## config.mk

```make
export PLATFORM = sky130hd
export DESIGN_NAME = mux_sel_sequencer
export DESIGN_NICKNAME = d
export VERILOG_FILES = /design/src/rtl/mux_sel_sequencer.sv
export SDC_FILE = /design/constraint.sdc
export NUM_CORES = 1
export LEC_CHECK = 0
export BUFFER_PORTS_ARGS = -buffer_cell sky130_fd_sc_hd__buf_2
export CAP_MARGIN = 20
export CORE_MARGIN = 2
export CORE_UTILIZATION = 53
export CTS_CLUSTER_SIZE = 16
export DETAILED_ROUTE_END_ITERATION = 8
export PLACE_DENSITY = 0.79
export RECOVER_POWER = 25
export SYNTH_ARGS = -nofsm -noshare
export SYNTH_HDL_FRONTEND = slang
export SYNTH_SLANG_ARGS = --single-unit
```

## constraint.sdc

```tcl
create_clock -name clk -period 2 [get_ports clk]
set_input_delay 0.4 -clock clk [delete_from_list [all_inputs] [get_ports clk]]
set_output_delay 0.4 -clock clk [all_outputs]
set_load 0.01 [all_outputs]
```

## src/rtl/mux_sel_sequencer.sv

```systemverilog
// ============================================================================
// Module      : mux_sel_sequencer
// Description : Drives select/data pairs for two downstream 4:1 muxes.
//               Each run performs PASSES sweeps of four select steps.
//               Lane 0 select counts up 0..3 and lane 1 select counts down
//               3..0. At every pass boundary, lane 0 data increments and
//               lane 1 data decrements, both modulo 256. A run ends with a
//               one-cycle done pulse.
// Revision    : 1.0 - initial release
// ----------------------------------------------------------------------------
// Parameters  : PASSES      sweeps per run (1..64), default 2
// Macro       : MUX_SEL_SEQ_ABORT_EN adds the abort input, which cancels a
//               run in SWEEP without a done pulse.
// Ports       : clk         rising-edge clock
//               rst_n       asynchronous active-low reset
//               start       begin a run (sampled in IDLE only)
//               hold        stall; freezes state and outputs in SWEEP
//               abort       (macro only) cancel the current run
//               seed_0/1    initial lane data, latched on accepted start
//               sel_0/1     lane mux selects
//               in_0/1      lane mux data
//               step_valid  sel/in pair is a valid sweep step
//               busy        high while sweeping
//               done        one-cycle end-of-run pulse
// ============================================================================
`timescale 1ns/1ps
`default_nettype none

module mux_sel_sequencer #(
   parameter int PASSES = 2
) (
   input  logic       clk,
   input  logic       rst_n,
   input  logic       start,
   input  logic       hold,
`ifdef MUX_SEL_SEQ_ABORT_EN
   input  logic       abort,
`endif
   input  logic [7:0] seed_0,
   input  logic [7:0] seed_1,
   output logic [1:0] sel_0,
   output logic [1:0] sel_1,
   output logic [7:0] in_0,
   output logic [7:0] in_1,
   output logic       step_valid,
   output logic       busy,
   output logic       done
);

   typedef enum logic [1:0] {
      S_IDLE  = 2'd0,
      S_SWEEP = 2'd1,
      S_DONE  = 2'd2
   } state_t;

   // Index of the final step of a run
   localparam logic [7:0] LAST_STEP = 8'(4 * PASSES - 1);

   state_t     state_q, state_d;
   logic [7:0] cnt_q, cnt_d;
   logic [1:0] sel_0_q, sel_0_d;
   logic [1:0] sel_1_q, sel_1_d;
   logic [7:0] in_0_q, in_0_d;
   logic [7:0] in_1_q, in_1_d;
   logic       step_valid_q, step_valid_d;
   logic       busy_q, busy_d;
   logic       done_q, done_d;
   logic       abort_req;

`ifdef MUX_SEL_SEQ_ABORT_EN
   assign abort_req = abort;
`else
   assign abort_req = 1'b0;
`endif

   always_comb begin
      state_d      = state_q;
      cnt_d        = cnt_q;
      sel_0_d      = sel_0_q;
      sel_1_d      = sel_1_q;
      in_0_d       = in_0_q;
      in_1_d       = in_1_q;
      step_valid_d = step_valid_q;
      busy_d       = busy_q;
      done_d       = 1'b0;

      case (state_q)
         S_IDLE: begin
            if (start) begin
               state_d      = S_SWEEP;
               cnt_d        = 8'd0;
               sel_0_d      = 2'd0;
               sel_1_d      = 2'd3;
               in_0_d       = seed_0;
               in_1_d       = seed_1;
               step_valid_d = 1'b1;
               busy_d       = 1'b1;
            end
         end

         S_SWEEP: begin
            // Abort outranks hold so a stalled run can still be cancelled
            if (abort_req) begin
               state_d      = S_IDLE;
               step_valid_d = 1'b0;
               busy_d       = 1'b0;
            end else if (!hold) begin
               if (cnt_q == LAST_STEP) begin
                  // sel/in keep the final step's values through DONE/IDLE
                  state_d      = S_DONE;
                  step_valid_d = 1'b0;
                  busy_d       = 1'b0;
                  done_d       = 1'b1;
               end else begin
                  cnt_d   = cnt_q + 8'd1;
                  sel_0_d = sel_0_q + 2'd1;
                  sel_1_d = sel_1_q - 2'd1;
                  // Pass boundary: lane 0 select wraps 3 -> 0
                  if (sel_0_q == 2'd3) begin
                     in_0_d = in_0_q + 8'd1;
                     in_1_d = in_1_q - 8'd1;
                  end
               end
            end
         end

         S_DONE: begin
            state_d = S_IDLE;
         end

         default: begin
            state_d      = S_IDLE;
            step_valid_d = 1'b0;
            busy_d       = 1'b0;
         end
      endcase
   end

   always_ff @(posedge clk or negedge rst_n) begin
      if (!rst_n) begin
         state_q      <= S_IDLE;
         cnt_q        <= 8'd0;
         sel_0_q      <= 2'd0;
         sel_1_q      <= 2'd0;
         in_0_q       <= 8'h00;
         in_1_q       <= 8'h00;
         step_valid_q <= 1'b0;
         busy_q       <= 1'b0;
         done_q       <= 1'b0;
      end else begin
         state_q      <= state_d;
         cnt_q        <= cnt_d;
         sel_0_q      <= sel_0_d;
         sel_1_q      <= sel_1_d;
         in_0_q       <= in_0_d;
         in_1_q       <= in_1_d;
         step_valid_q <= step_valid_d;
         busy_q       <= busy_d;
         done_q       <= done_d;
      end
   end

   assign sel_0      = sel_0_q;
   assign sel_1      = sel_1_q;
   assign in_0       = in_0_q;
   assign in_1       = in_1_q;
   assign step_valid = step_valid_q;
   assign busy       = busy_q;
   assign done       = done_q;

endmodule

`default_nettype wire

```

==> impl_metrics.tcl <==
set metrics [dict create \
    maxSlewViolCount 33 \
    failed_checks "max-capacitance violations, max-slew violations" \
    post_drt_wl_per_cell_um 14.6 \
    dieHeight_um 62.5 \
    rrSetupSlack_ps 180 \
    dp_cells 283 \
    synth_most_common_cell "dfrtp_1" \
    finalHoldViolCount 0 \
    async_flop_share_pct 100 \
    cts.reportedPaths.clkPinSlew_ps 100 \
    slew_headroom_pct -14.1 \
    numCtsBuffers 5 \
    clock_skew_ps 8.70 \
    grt_usage_pct 23.3 \
    fin_setup_tns_ps 0 \
    post_route_cells_drive_above_1_share_pct 26.1 \
    status "finished, violations left" \
    drt_iter0_drc 119 \
    cts_setup_buffers 0 \
    io_pins 43 \
    syn_inst 196 \
    synthTopCellsByArea "dfrtp_1 (44%), a21oi_1 (4.7%), a31oi_1 (3.5%)" \
    r2r-start "cnt_q[0]" \
    worst_hold_slack_ps 322 \
    p_total_mw 3.42 \
    r2r_cells 6 \
    tightest_slew_ps 1710 \
    ys_top_cells_by_count "dfrtp_1 (32), a21oi_1 (17), nand2_1 (14), nor2_1 (12), o21ai_0 (12)" \
    synth.avg_cell_area_um2 9.24 \
    ys_warn_count 0 \
    cts_hold_buffers 0 \
    post-place-ws_ps 204 \
    postLayoutSetupSlackWorst_ps 181 \
    cts_max_level 2 \
    startpoint "cnt_q[0]" \
    antenna_found_initial 0 \
    synth_top_area_cell "dfrtp_1" \
    cellLeakagePower_nw 1.01 \
    reg2reg_to "in_1[1]" \
    critPathMaxFanout 11 \
    fin_area_um2 2180 \
    start_util_pct 54.7 \
    rows 21 \
    grt_max_degree 33 \
    worst_ep_required_time_ps 2260 \
    period_share_pct 91.0 \
    end_kind "register" \
    maxCapViolations 1 \
    wirelength_um 4250 \
    synthDistinctLibCells 48 \
    drtPass1Iterations 5 \
    via_count 1706 \
    hold_class "in2reg" \
    post-route-min-period_ps 1820 \
    setup_viol 0 \
    cts_sinks 32 \
    die_x_um 62.5 \
    post_cts_resized 0 \
    place.port_buffers 42 \
    clock_latency_ps 320 \
    grt-ovfl-total 0 \
    clockBufferDepth 2 \
    synth_nets 220 \
    drc 0 \
    grt_pass1_wl_um 7390 \
    gp_congestion 0.859 \
    area_growth_pct 20.3 \
    antenna_left 0 \
    synth_seq_cells 32 \
    cts-root-buf "clkbuf_4" \
    final-seq-area_um2 801 \
    core_area_um2 3310 \
    synthesis.area_um2 1810 \
    layout.cells.non_filler 291 \
    cp_data_arrival_time_ps 2080 \
    cp-start-kind "register" \
    path_class "reg2reg" \
    nets 268 \
    ys.flop_type "dfrtp_1" \
    p_per_area_nw_per_um2 1570 \
    timing.fmax_mhz 550 \
    utilization_pct 65.8 \
    nFillCells 277 \
    synth_top_area_share_pct 44.2 \
    multi_input_area_um2 942 \
    crit_end "in_1[1]" \
    synth_edf_count 0 \
    rsz0062_at_grt "false" \
    n_antenna_cell 0 \
    dieArea_um2 3900 \
    placedInstanceArea_um2 2120 \
    cts_tree "built" \
    yosysSeqAreaShare_pct 44.2 \
    vias_per_cell 5.86 \
    grt_pass1_vias 1627 \
    dpl.hpwl_um 3030 \
    peakVddDrop_mv 0.857 \
]
## area by class of cell
| type | instances | share of cell area [%] |
|---|---|---|
| Multi-Input combinational cell | 149 | 43.2 |
| Inverter | 5 | 0.861 |
| Sequential cell | 32 | 36.7 |
| Clock buffer | 8 | 2.70 |
| Timing Repair Buffer | 51 | 13.8 |
| Tap cell | 46 | 2.64 |
## placed cells by master, fill, tap and decap left out, types with 3 or more instances in the layout
master,instances
buf_2,41
dfrtp_1,32
a21oi_1,17
nand2_1,14
nor2_1,12
o21ai_0,12
nand3_1,11
a31oi_1,10
nor3_1,7
buf_4,7
inv_1,5
nand2b_1,5
clkbuf_4,5
o31ai_1,4
o21ai_1,4
nand4_1,4
a22o_1,4
ha_1,4
a21o_1,3
clkbuf_1,3
## layer usage
metal | track usage [%] | wire length, um | vias up
met2 | 37.1 | 1950 | 77
met3 | 4.32 | 306 | 8
met4 | 7.22 | 72 | 0
met1 | 32.6 | 1920 | 783
met5 | 0 | 0 | -
li1 | - | - | 838
## worst min-delay path by stage
stage,from,end,slack [ps],depth (start not counted)
6_report,hold,state_q[1],320,2
3_3_place_gp,busy,busy,470,1
2_1_floorplan,rst_n,busy,100,0
4_1_cts,rst_n,in_0[0],150,1
5_1_grt,hold,state_q[1],330,2
3_5_place_dp,sel_1[1],sel_1[1],490,1
## cell families (layout without fill, tap and decap cells)
kind of cell | Yosys count | in the layout | synth area share (%)
compound gates | 71 | 71 | 25.5
simple gates | 68 | 68 | 20.3
flops | 32 | 32 | 44.2
buf+inv | 15 | 64 | 3.94
fa+ha+maj | 4 | 4 | 2.76
mux | 4 | 4 | 2.35
xor+xnor | 2 | 2 | 0.967
## worst max-delay path, stage by stage, from the launching register on
cell	delay, ps
dfrtp_1	420
ha_1	250
and4bb_2	300
a21o_1	250
nor2_1	140
buf_4	210
mux2i_1	180
## where the power goes
group          switching (mW)  internal (mW)
combinational            1.00          0.790
sequential              0.329          0.912
clock                   0.211          0.173
total                    1.54           1.88
## state kept, by name, indices dropped and copies added, names as in the netlist
| name | count |
|---|---|
| sel_0 | 2 |
| done | 1 |
| in_0 | 8 |
| cnt_q | 8 |
| sel_1 | 2 |
| busy | 1 |
| in_1 | 8 |
| state_q | 2 |
Power figures use the tool's default switching activity.
